<file path="config.mk">
export PLATFORM = sky130hd
export DESIGN_NAME = mode_sequencer_flat
export DESIGN_NICKNAME = d
export VERILOG_FILES = /design/src/rtl/clk_ctrl_pkg.sv /design/src/rtl/mode_sequencer_if.sv /design/src/rtl/mode_sequencer_sec_timeout.sv /design/src/rtl/mode_sequencer.sv /design/src/flat_wrapper.sv
export SDC_FILE = /design/constraint.sdc
export NUM_CORES = 1
export LEC_CHECK = 0
export ABC_AREA = 1
export CORE_ASPECT_RATIO = 0.9
export CORE_MARGIN = 3
export CORE_UTILIZATION = 47
export DETAILED_ROUTE_END_ITERATION = 16
export GPL_TIMING_DRIVEN = 0
export HOLD_SLACK_MARGIN = 0.03
export PLACE_DENSITY = 0.91
export SYNTH_ARGS = -nofsm -noshare
export SYNTH_HDL_FRONTEND = slang
export SYNTH_SLANG_ARGS = --single-unit
</file>
<file path="constraint.sdc">
create_clock -name clk_sys -period 2.5 [get_ports clk_sys]
set_input_delay 0.5 -clock clk_sys [delete_from_list [all_inputs] [get_ports clk_sys]]
set_output_delay 0.5 -clock clk_sys [all_outputs]
set_load 0.01 [all_outputs]
</file>
<file path="src/rtl/clk_ctrl_pkg.sv">
// rtl/clk_ctrl_pkg.sv - shared mode encodings, button codes and BCD field layout
package clk_ctrl_pkg;

  typedef enum logic [2:0] {
    M_CLOCK  = 3'd0,
    M_SET    = 3'd1,
    M_ALARM  = 3'd2,
    M_COUNT  = 3'd3,
    M_SELECT = 3'd4
  } mode_t;

  localparam int BTN_RIGHT = 0;
  localparam int BTN_DOWN  = 1;
  localparam int BTN_MID   = 2;
  localparam int BTN_LEFT  = 3;
  localparam int BTN_UP    = 4;

  localparam logic [4:0] B_RIGHT = 5'b00001 << BTN_RIGHT;
  localparam logic [4:0] B_DOWN  = 5'b00001 << BTN_DOWN;
  localparam logic [4:0] B_MID   = 5'b00001 << BTN_MID;
  localparam logic [4:0] B_LEFT  = 5'b00001 << BTN_LEFT;
  localparam logic [4:0] B_UP    = 5'b00001 << BTN_UP;

  // BCD time word: {hh_h[1:0],hh_l[3:0],mm_h[2:0],mm_l[3:0],ss_h[2:0],ss_l[3:0]}
  localparam int SS_L_LSB = 0;
  localparam int SS_H_LSB = 4;
  localparam int MM_L_LSB = 7;
  localparam int MM_H_LSB = 11;
  localparam int HH_L_LSB = 14;
  localparam int HH_H_LSB = 18;

  // A button counts only when exactly one bit is set
  function automatic logic btn_valid(input logic [4:0] b);
    return (b != 5'd0) && ((b & (b - 5'd1)) == 5'd0);
  endfunction

  // Time word shown for a given mode; SET edits the clock so it shows clock time
  function automatic logic [19:0] time_of(input mode_t m, input logic [19:0] clk_t,
                                          input logic [19:0] alm_t, input logic [19:0] cnt_t);
    case (m)
      M_ALARM: return alm_t;
      M_COUNT: return cnt_t;
      default: return clk_t;
    endcase
  endfunction

endpackage

</file>
<file path="src/rtl/mode_sequencer_if.sv">
// rtl/mode_sequencer_if.sv - button/tick inputs and unit control outputs of the mode sequencer
interface mode_sequencer_if;
  logic [4:0]  btn_pulse;
  logic        tick_1hz;
  logic        alarm_hit;
  logic [19:0] clock_time;
  logic [19:0] alarm_time;
  logic [19:0] count_time;
  logic [2:0]  mode;
  logic [19:0] disp_time;
  logic [5:0]  blink_mask;
  logic [2:0]  edit_digit;
  logic        edit_inc;
  logic        edit_dec;
  logic        edit_tgt;
  logic        load_clock;
  logic        load_alarm;
  logic        count_run;
  logic        count_clear;
  logic        alarm_ring;

  modport master (
    output btn_pulse, tick_1hz, alarm_hit, clock_time, alarm_time, count_time,
    input  mode, disp_time, blink_mask, edit_digit, edit_inc, edit_dec, edit_tgt,
           load_clock, load_alarm, count_run, count_clear, alarm_ring
  );

  modport slave (
    input  btn_pulse, tick_1hz, alarm_hit, clock_time, alarm_time, count_time,
    output mode, disp_time, blink_mask, edit_digit, edit_inc, edit_dec, edit_tgt,
           load_clock, load_alarm, count_run, count_clear, alarm_ring
  );
endinterface

</file>
<file path="src/rtl/mode_sequencer_sec_timeout.sv">
// rtl/mode_sequencer_sec_timeout.sv - loadable seconds down-counter that flags the tick reaching zero
module sec_timeout #(
  parameter int W = 6
) (
  input  logic         clk,
  input  logic         rst,
  input  logic         load,
  input  logic [W-1:0] load_val,
  input  logic         tick,
  output logic         expire
);
  logic [W-1:0] count;

  // Load wins over a same-cycle tick so a reload always restarts the full period
  always_ff @(posedge clk) begin
    if (rst)
      count <= '0;
    else if (load)
      count <= load_val;
    else if (tick && count != '0)
      count <= count - 1'b1;
  end

  // High in the cycle whose tick takes the count from 1 to 0
  assign expire = tick && (count == W'(1));
endmodule

</file>
<file path="src/rtl/mode_sequencer.sv">
// rtl/mode_sequencer.sv - clock/set/alarm/count/select mode FSM with display mux, blink and alarm ring
module mode_sequencer
  import clk_ctrl_pkg::*;
#(
  parameter int MENU_TIMEOUT = 10,
  parameter int RING_SECS    = 30
) (
  input logic        clk_sys,
  input logic        rst,
  mode_sequencer_if.slave bus
);
  mode_t       mode_r, mode_nx, sel_r, sel_nx, shown;
  logic [2:0]  digit_r, digit_nx;
  logic        phase_r, phase_nx;
  logic        run_r, run_nx, ring_r, ring_nx;
  logic        inc_r, inc_nx, dec_r, dec_nx, ldc_r, ldc_nx, lda_r, lda_nx, clr_r, clr_nx;
  logic        tgt_r, tgt_nx;
  logic [19:0] disp_r, disp_nx;
  logic [5:0]  mask_r, mask_nx;
  logic        act, menu_load, menu_expire, ring_load, ring_expire;
  logic [5:0]  ring_val;

  sec_timeout #(.W(6)) u_menu (
    .clk(clk_sys), .rst(rst), .load(menu_load), .load_val(6'(MENU_TIMEOUT)),
    .tick(bus.tick_1hz), .expire(menu_expire)
  );

  sec_timeout #(.W(6)) u_ring (
    .clk(clk_sys), .rst(rst), .load(ring_load), .load_val(ring_val),
    .tick(bus.tick_1hz), .expire(ring_expire)
  );

  // State and registered outputs
  always_ff @(posedge clk_sys) begin
    if (rst) begin
      mode_r <= M_CLOCK;  sel_r <= M_CLOCK;  digit_r <= 3'd0;  phase_r <= 1'b0;
      run_r  <= 1'b0;     ring_r <= 1'b0;    inc_r <= 1'b0;    dec_r <= 1'b0;
      ldc_r  <= 1'b0;     lda_r <= 1'b0;     clr_r <= 1'b0;    tgt_r <= 1'b0;
      disp_r <= 20'd0;    mask_r <= 6'd0;
    end else begin
      mode_r <= mode_nx;  sel_r <= sel_nx;   digit_r <= digit_nx;  phase_r <= phase_nx;
      run_r  <= run_nx;   ring_r <= ring_nx; inc_r <= inc_nx;      dec_r <= dec_nx;
      ldc_r  <= ldc_nx;   lda_r <= lda_nx;   clr_r <= clr_nx;      tgt_r <= tgt_nx;
      disp_r <= disp_nx;  mask_r <= mask_nx;
    end
  end

  // Next-state, strobe, ring and display decode
  always_comb begin
    mode_nx = mode_r;  sel_nx = sel_r;  digit_nx = digit_r;  run_nx = run_r;  ring_nx = ring_r;
    inc_nx = 1'b0;  dec_nx = 1'b0;  ldc_nx = 1'b0;  lda_nx = 1'b0;  clr_nx = 1'b0;
    menu_load = 1'b0;  ring_load = 1'b0;  ring_val = 6'd0;
    phase_nx = phase_r ^ bus.tick_1hz;
    // A ringing buzzer swallows every button, including multi-bit ones
    act = btn_valid(bus.btn_pulse) && !ring_r;

    if (ring_r && bus.btn_pulse != 5'd0) begin
      ring_nx = 1'b0;  ring_load = 1'b1;
    end else if (ring_r && ring_expire) begin
      ring_nx = 1'b0;
    end else if (!ring_r && bus.alarm_hit && mode_r != M_SET && mode_r != M_ALARM) begin
      ring_nx = 1'b1;  ring_load = 1'b1;  ring_val = 6'(RING_SECS);
    end

    case (mode_r)
      M_CLOCK: if (act && bus.btn_pulse == B_MID) begin
        mode_nx = M_SELECT;  sel_nx = M_CLOCK;
      end
      M_COUNT: if (act) begin
        case (bus.btn_pulse)
          B_MID:   begin mode_nx = M_SELECT; sel_nx = M_COUNT; end
          B_UP:    run_nx = !run_r;
          B_DOWN:  clr_nx = 1'b1;
          default: ;
        endcase
      end
      M_SET, M_ALARM: if (act) begin
        case (bus.btn_pulse)
          B_LEFT:  digit_nx = (digit_r == 3'd5) ? 3'd0 : digit_r + 3'd1;
          B_RIGHT: digit_nx = (digit_r == 3'd0) ? 3'd5 : digit_r - 3'd1;
          B_UP:    inc_nx = 1'b1;
          B_DOWN:  dec_nx = 1'b1;
          B_MID: begin
            ldc_nx  = (mode_r == M_SET);
            lda_nx  = (mode_r == M_ALARM);
            mode_nx = M_CLOCK;
          end
          default: ;
        endcase
      end
      M_SELECT: if (act) begin
        menu_load = 1'b1;
        case (bus.btn_pulse)
          B_RIGHT: sel_nx = (sel_r == M_COUNT) ? M_CLOCK : mode_t'(sel_r + 3'd1);
          B_LEFT:  sel_nx = (sel_r == M_CLOCK) ? M_COUNT : mode_t'(sel_r - 3'd1);
          B_MID:   mode_nx = sel_r;
          default: ;
        endcase
      end else if (menu_expire) begin
        mode_nx = M_CLOCK;
      end
      default: mode_nx = M_CLOCK;
    endcase

    if (mode_nx == M_SELECT && mode_r != M_SELECT) menu_load = 1'b1;
    if ((mode_nx == M_SET || mode_nx == M_ALARM) && mode_nx != mode_r) digit_nx = 3'd0;

    tgt_nx  = (mode_nx == M_ALARM);
    shown   = (mode_nx == M_SELECT) ? sel_nx : mode_nx;
    disp_nx = time_of(shown, bus.clock_time, bus.alarm_time, bus.count_time);
    case (mode_nx)
      M_SET, M_ALARM: mask_nx = phase_nx ? (6'b1 << digit_nx) : 6'd0;
      M_SELECT:       mask_nx = phase_nx ? 6'h3F : 6'd0;
      default:        mask_nx = 6'd0;
    endcase
  end

  assign bus.mode        = mode_r;
  assign bus.disp_time   = disp_r;
  assign bus.blink_mask  = mask_r;
  assign bus.edit_digit  = digit_r;
  assign bus.edit_inc    = inc_r;
  assign bus.edit_dec    = dec_r;
  assign bus.edit_tgt    = tgt_r;
  assign bus.load_clock  = ldc_r;
  assign bus.load_alarm  = lda_r;
  assign bus.count_run   = run_r;
  assign bus.count_clear = clr_r;
  assign bus.alarm_ring  = ring_r;
endmodule

</file>
<file path="src/flat_wrapper.sv">
// flat-port wrapper written by rule: the top's interface ports become plain ports
module mode_sequencer_flat import clk_ctrl_pkg::*;
#(
  parameter int MENU_TIMEOUT = 10,
  parameter int RING_SECS    = 30
)
  (clk_sys, rst, bus_btn_pulse, bus_tick_1hz, bus_alarm_hit, bus_clock_time, bus_alarm_time, bus_count_time, bus_mode, bus_disp_time, bus_blink_mask, bus_edit_digit, bus_edit_inc, bus_edit_dec, bus_edit_tgt, bus_load_clock, bus_load_alarm, bus_count_run, bus_count_clear, bus_alarm_ring);
  mode_sequencer_if bus_i ();
  input logic clk_sys;
  input logic rst;
  input wire logic [$bits(bus_i.btn_pulse)-1:0] bus_btn_pulse;
  input wire logic [$bits(bus_i.tick_1hz)-1:0] bus_tick_1hz;
  input wire logic [$bits(bus_i.alarm_hit)-1:0] bus_alarm_hit;
  input wire logic [$bits(bus_i.clock_time)-1:0] bus_clock_time;
  input wire logic [$bits(bus_i.alarm_time)-1:0] bus_alarm_time;
  input wire logic [$bits(bus_i.count_time)-1:0] bus_count_time;
  output wire logic [$bits(bus_i.mode)-1:0] bus_mode;
  output wire logic [$bits(bus_i.disp_time)-1:0] bus_disp_time;
  output wire logic [$bits(bus_i.blink_mask)-1:0] bus_blink_mask;
  output wire logic [$bits(bus_i.edit_digit)-1:0] bus_edit_digit;
  output wire logic [$bits(bus_i.edit_inc)-1:0] bus_edit_inc;
  output wire logic [$bits(bus_i.edit_dec)-1:0] bus_edit_dec;
  output wire logic [$bits(bus_i.edit_tgt)-1:0] bus_edit_tgt;
  output wire logic [$bits(bus_i.load_clock)-1:0] bus_load_clock;
  output wire logic [$bits(bus_i.load_alarm)-1:0] bus_load_alarm;
  output wire logic [$bits(bus_i.count_run)-1:0] bus_count_run;
  output wire logic [$bits(bus_i.count_clear)-1:0] bus_count_clear;
  output wire logic [$bits(bus_i.alarm_ring)-1:0] bus_alarm_ring;
  assign bus_i.btn_pulse = bus_btn_pulse;
  assign bus_i.tick_1hz = bus_tick_1hz;
  assign bus_i.alarm_hit = bus_alarm_hit;
  assign bus_i.clock_time = bus_clock_time;
  assign bus_i.alarm_time = bus_alarm_time;
  assign bus_i.count_time = bus_count_time;
  assign bus_mode = bus_i.mode;
  assign bus_disp_time = bus_i.disp_time;
  assign bus_blink_mask = bus_i.blink_mask;
  assign bus_edit_digit = bus_i.edit_digit;
  assign bus_edit_inc = bus_i.edit_inc;
  assign bus_edit_dec = bus_i.edit_dec;
  assign bus_edit_tgt = bus_i.edit_tgt;
  assign bus_load_clock = bus_i.load_clock;
  assign bus_load_alarm = bus_i.load_alarm;
  assign bus_count_run = bus_i.count_run;
  assign bus_count_clear = bus_i.count_clear;
  assign bus_alarm_ring = bus_i.alarm_ring;
  mode_sequencer #(.MENU_TIMEOUT(MENU_TIMEOUT), .RING_SECS(RING_SECS)) u_core (.clk_sys(clk_sys), .rst(rst), .bus(bus_i));
endmodule
</file>
==> metrics.yaml <==
final_layout:
  final_cells: 724
  fill_cells: 557
  n_antenna_cell: 0
  area_delta_synth_final_pct: 40.3
  stdcell_area_sq_um: 4700
  fin_util: 0.699
  nets: 710
  final_layout_size_suffix_gt1_frac: 0.106
pwr:
  leakagePower_uw: 0.00217
  intPower_uw: 1520
  seq_power_share: 0.472
  vdd_ir_drop_max_mv: 0.403
  p_total_uw: 2140
  p_sw_uw: 612
  power.density_nw_per_um2: 454
  combPwrFrac: 0.253
  power.share.clock: 0.275
  swShare: 0.287
sta:
  setup_tns_ps: 0
  worst_clock_skew_ps: 4.81
  timing.final.crit_share: 0.926
  slew_headroom: 0.659
  post-route-min-period_ps: 2320
  final-setup-viol-count: 0
  rsz0062_at_grt: "no"
  hold_viol: 0
  worst_pin_slew_ps: 512
  slew_violations: 0
  fmax_mhz: 432
routing:
  drc: 0
  top_layer: "met4"
  vias: 3789
  wl_per_cell_microns: 13.5
  wl_met2_microns: 4990
  drt_iter0_markers: 222
  detail-route-antenna-nets: 0
  m1WireLength_microns: 4050
  vias_per_cell: 5.23
  wl_microns: 9750
  drt_first_pass_iters: 5
  route.met3.wl_microns: 630
critical_path:
  critPathLaunchType: "input port"
  cp.arrival_ps: 2500
  ff2ff_path_depth: 17
  crit_path_max_fanout: 7
  crit_required_ps: 2690
  worstReg2RegEnd: "u_core.bus.disp_time[3]"
  end_kind: "flip-flop"
  crit_type: "input port to flip-flop"
  timing.rr.start: "u_core.sel_r[0]"
  r2r_setup_slack_ps: 330
clock_tree:
  cts_buffers: 5
  ctsHoldBuffers: 0
  cts-root-buf: "clkbuf_8"
  cts_tree: "done"
  path_clk_slew_ps: 100
  cts.sinks: 56
  clk_latency_ps: 300
  clockBufferDepth: 2
  htree_levels: 2
floorplanning:
  rows: 28
  core_sq_um: 6730
  die_y_microns: 86.1
  die_w_microns: 95.0
  ios: 109
  start_util: 0.498
  die_area_sq_um: 8180
min_path:
  worstHoldStart: "u_core.u_menu.count[0]"
  min_path_cells: 2
  whs_endpoint: "u_core.u_menu.count[0]"
  hold_class: "flip-flop to flip-flop"
logic_synthesis:
  synth_cells: 516
  syn_area_sq_um: 3350
  syn-num-nets: 593
  avgSynthCellArea_sq_um: 6.49
  ys_ff_latch: 56
  ys_types: 30
  seq_area_frac_synth: 0.335
  yosys_warnings: 0
global_route:
  grt.overflow.total: 0
  first_global_vias: 3689
  grt_start_max_net_pins: 17
  antenna_found_initial: 0
  grt_pass1_wl_microns: 16000
  grt_util_all_layers: 0.237
placement:
  gp_congestion: 0.927
  dp_cells: 714
  portBuffers: 108
  dp_hpwl_microns: 7450
  placed_cell_area_sq_um: 4540
run:
  maxCapViolCount: 0
status:
  status: "finished clean"
## power by group through the flow
stage                     sequential [uW]  combinational, uW  clock, uW
after global routing                 1020                609        638
after global placement               1020                507          0
after detailed placement             1030                529          0
after floorplan                      1030                305          0
final                                1010                540        588
after CTS                            1010                533        600
## cell type report
type	instances	area, sq um	share of cell area
clock inverters	2	35.0	0.00745
clock buffers	6	72.6	0.0154
inverters	81	304	0.0647
multi-input cells	361	1850	0.394
flip-flops and latches	56	1120	0.239
well taps	90	113	0.0240
plain buffers	18	120	0.0256
repair buffers	110	1080	0.230
## cell families after synthesis
kind of cell | share of synthesized area
AOI/OAI and AO/OA | 0.0557
xor gates and xnor gates | 0.0183
adders and majority gates | 0.0299
buffers and inverters | 0.127
DFF | 0.335
and+or+nand+nor | 0.435
## stage by stage
stage / hold WS (ps) / worst slack (ps)
global placement: 488 / -293
detailed placement: 500 / -393
CTS: 514 / 8.05
global route: 551 / 16.3
finish: 512 / 184
floorplan: 471 / 468
## placed cells by master, fill, tap and decap left out, types with 4 or more instances in the layout
cell and instances:
inv_1 72, buf_4 10, nand2_1 126, nand3_1 46
a21oi_1 9, o21ai_0 12, dfxtp_1 56, nor2_1 56
nor3_1 9, xor2_1 4, nand2_2 15, nand4_1 44
ha_1 8, nor2_2 4, nand3_2 6, inv_2 7
clkdlybuf4s50_1 103, clkbuf_8 5, nor2_4 4, buf_2 6
## flip-flops by register name (all words and copies together), names as in the netlist, 3 cells and up
name / flops
u_core.bus.blink_mask: 6
u_core.bus.disp_time: 20
u_core.bus.edit_digit: 3
u_core.bus.mode: 3
u_core.sel_r: 3
u_core.u_menu.count: 6
u_core.u_ring.count: 6
## synthesized netlist by cell type, drive strengths merged
| cell | number | area (sq um) |
|---|---|---|
| a211oi | 1 | 7.51 |
| a21boi | 1 | 7.51 |
| a21oi | 9 | 45.0 |
| a31oi | 3 | 18.8 |
| buf | 16 | 113 |
| clkbuf | 2 | 7.51 |
| clkinv | 2 | 7.51 |
| dfxtp | 56 | 1120 |
| ha | 8 | 100 |
| inv | 79 | 297 |
| nand2 | 142 | 566 |
| nand3 | 54 | 298 |
| nand4 | 44 | 275 |
| nor2 | 64 | 273 |
| nor3 | 9 | 45.0 |
| o211ai | 2 | 15.0 |
| o21ai | 15 | 75.1 |
| o221ai | 1 | 8.76 |
| o311ai | 1 | 8.76 |
| xnor2 | 3 | 26.3 |
| xor2 | 4 | 35.0 |
## how the worst max path moves through the flow
| stage | from | endpoint | slack [ps] | cells after the start |
|---|---|---|---|---|
| finish | bus_btn_pulse[3] | u_core.bus.blink_mask[2] | 180 | 17 |
| global route | bus_btn_pulse[3] | u_core.bus.disp_time[4] | 20 | 20 |
| CTS | bus_btn_pulse[4] | u_core.bus.disp_time[3] | 8 | 18 |
| detailed placement | bus_btn_pulse[2] | u_core.bus.disp_time[3] | -390 | 20 |
| global placement | bus_btn_pulse[2] | u_core.bus.disp_time[9] | -290 | 20 |
| floorplan | bus_btn_pulse[1] | u_core.bus.disp_time[0] | 470 | 17 |
## critical path: stages
cell	delay [ps]
dlygate4sd2_1	310
nor2_4	180
nand2_1	80
nand2_1	70
nand2_2	70
nor2_4	180
nand3_1	140
nand2_2	130
inv_1	100
nand3_1	140
nand2_2	90
nand2_2	130
nand2_2	90
nand2_2	100
nor2_2	40
nor2_1	90
nor2_1	50
## layer usage
| metal | up-vias | GRT usage |
|---|---|---|
| met3 | 11 | 0.0404 |
| met5 | - | 0 |
| li1 | 1889 | - |
| met1 | 1750 | 0.293 |
| met2 | 139 | 0.423 |
| met4 | 0 | 0.0668 |
## timing repair
action,in CTS,in global routing
buffers inserted,2,0
resized for setup,6,17
setup endpoints to repair,22,26
pin swaps,3,6
Note: power is estimated with default switching activity, not from simulation.
==> RTL change, RTL diff (same settings) <==
`RING_SECS` is set to 30 in 2 places; all go to 15.
--- a/src/rtl/mode_sequencer.sv
+++ b/src/rtl/mode_sequencer.sv
@@ -4,5 +4,5 @@
 #(
   parameter int MENU_TIMEOUT = 10,
-  parameter int RING_SECS    = 30
+  parameter int RING_SECS    = 15
 ) (
   input logic        clk_sys,
--- a/src/flat_wrapper.sv
+++ b/src/flat_wrapper.sv
@@ -3,5 +3,5 @@
 #(
   parameter int MENU_TIMEOUT = 10,
-  parameter int RING_SECS    = 30
+  parameter int RING_SECS    = 15
 )
   (clk_sys, rst, bus_btn_pulse, bus_tick_1hz, bus_alarm_hit, bus_clock_time, bus_alarm_time, bus_count_time, bus_mode, bus_disp_time, bus_blink_mask, bus_edit_digit, bus_edit_inc, bus_edit_dec, bus_edit_tgt, bus_load_clock, bus_load_alarm, bus_count_run, bus_count_clear, bus_alarm_ring);
Function: no difference found for any inputs over 10 cycles, from zero or initial values and one cycle with rst high; that may be too few to reach the edited logic, so the function may still have changed.
==> RTL change against the unedited design <==
Power grew 1.8%. Sequential cell count is the same. Design area grew 0.51%. Combinational power grew 13%. Routed wire length grew 0.16%. Count of clock-buffer cells in the layout shrank 1. Critical path depth grew 1. Critical endpoint is now u_core.bus.disp_time[12]$_SDFF_PP0_. Via count shrank 0.82%. Non-clock buffer count is the same. Global-route usage shrank 0.14 points. Area after synthesis grew 0.97%. First-iteration DRC count shrank 23%. Worst setup slack lost 31 ps. Fmax shrank 1.3%.
==> RTL change: results (changes against the unedited design) <==
Critical Path AT 2570 ps (+70 ps); first-pass GRT wire length 15700 um (-1.6%); Syn Nets 584 (-1.5%); clk_skew 11.2 ps (+6.41 ps); CP max stage delay 290 ps (-20 ps); Post-Route WL 9770 um (+0.16%); multiplexer area fraction after synthesis 0.00296 (+0.00296); post-synthesis adder-cell area fraction 0.0296 (-0.000287); Inst Count DP 705 (-1.3%); Routed wire per std cell 13.7 um (+1.4%); Detailed Place HPWL 7710 um (+3.5%); Syn Area/Cell 6.67 um2 (+2.8%); top post-synthesis cells by area dfxtp_1 (33%), nand2_1 (13%), nand4_1 (8.1%); Distinct cells, synth 36 (+20%); Peak VDD IR 0.000585 V (+45%); Nets 701 (-1.3%); Initial DRC Count 170 (-23%); Setup WS pre-CTS -428 ps (-34.9 ps); dpl cell area 4580 um2 (+0.72%); CP max FO 10 (+3); DR vias 3758 (-0.82%); register area share after synthesis 0.331 (-0.00322); Synth Area in Compound Gates 0.0562 (+0.000574); vias in the first global route 3565 (-3.4%); GRT Util Overall 0.236 (-0.00141); XOR/XNOR Fraction of Synth Area 0.0207 (+0.00241); status finished, final reports clean; largest net degree at the start of global routing 20 (+3); Final GP Congestion 0.892 (-3.8%)
RTL change: cell count changes after synthesis, moves of 3 or more:
cell / unedited run / this run
inv_1: 72 / 68
nand3_2: 3 / 7
inv_2: 7 / 3
nor2_1: 57 / 61
nand2_1: 129 / 118
nand3_1: 50 / 46
nor3_1: 9 / 5
buf_4: 8 / 5
RTL change: routing by layer:
metal  GRT usage  share of wire
met5           0              0
met4      0.0762          0.019
met1       0.287           0.41
met2       0.421           0.51
met3      0.0417          0.054
RTL change: final timing paths:
check                                                   startpoint                                   to  slack, ps  cells after the start
worst min-delay path            u_core.bus.alarm_ring$_SDFFE_PP0P_   u_core.bus.alarm_ring$_SDFFE_PP0P_        520                      2
worst min register to register  u_core.bus.alarm_ring$_SDFFE_PP0P_   u_core.bus.alarm_ring$_SDFFE_PP0P_        520                      2
worst max register to register       u_core.bus.mode[0]$_SDFF_PP0_  u_core.bus.disp_time[12]$_SDFF_PP0_        270                     16
worst max-delay path                              bus_btn_pulse[1]  u_core.bus.disp_time[12]$_SDFF_PP0_        150                     18
RTL change: what timing repair did:
item,CTS,global route
buffers inserted,2,0
resized for setup,14,8
gates cloned,0,0
pin swaps,2,1
endpoints found under the setup margin,26,27
RTL change: cell type report:
class / count / area share
inverter: 73 / 0.0580
sequential: 56 / 0.238
clock inverter: 3 / 0.00583
tap: 90 / 0.0238
clock buffer: 5 / 0.0146
multi-input combinational: 360 / 0.401
timing repair buffer: 110 / 0.232
buffer: 18 / 0.0278
RTL change: power breakdown:
group / internal [W] / switching (W) / total [W] / leakage [nW]
registers: 0.000975 / 0.0000619 / 0.00104 / 0.460
clock network: 0.000206 / 0.000322 / 0.000528 / 0.0463
logic: 0.000291 / 0.000317 / 0.000608 / 1.68
total: 0.00147 / 0.000701 / 0.00217 / 2.19
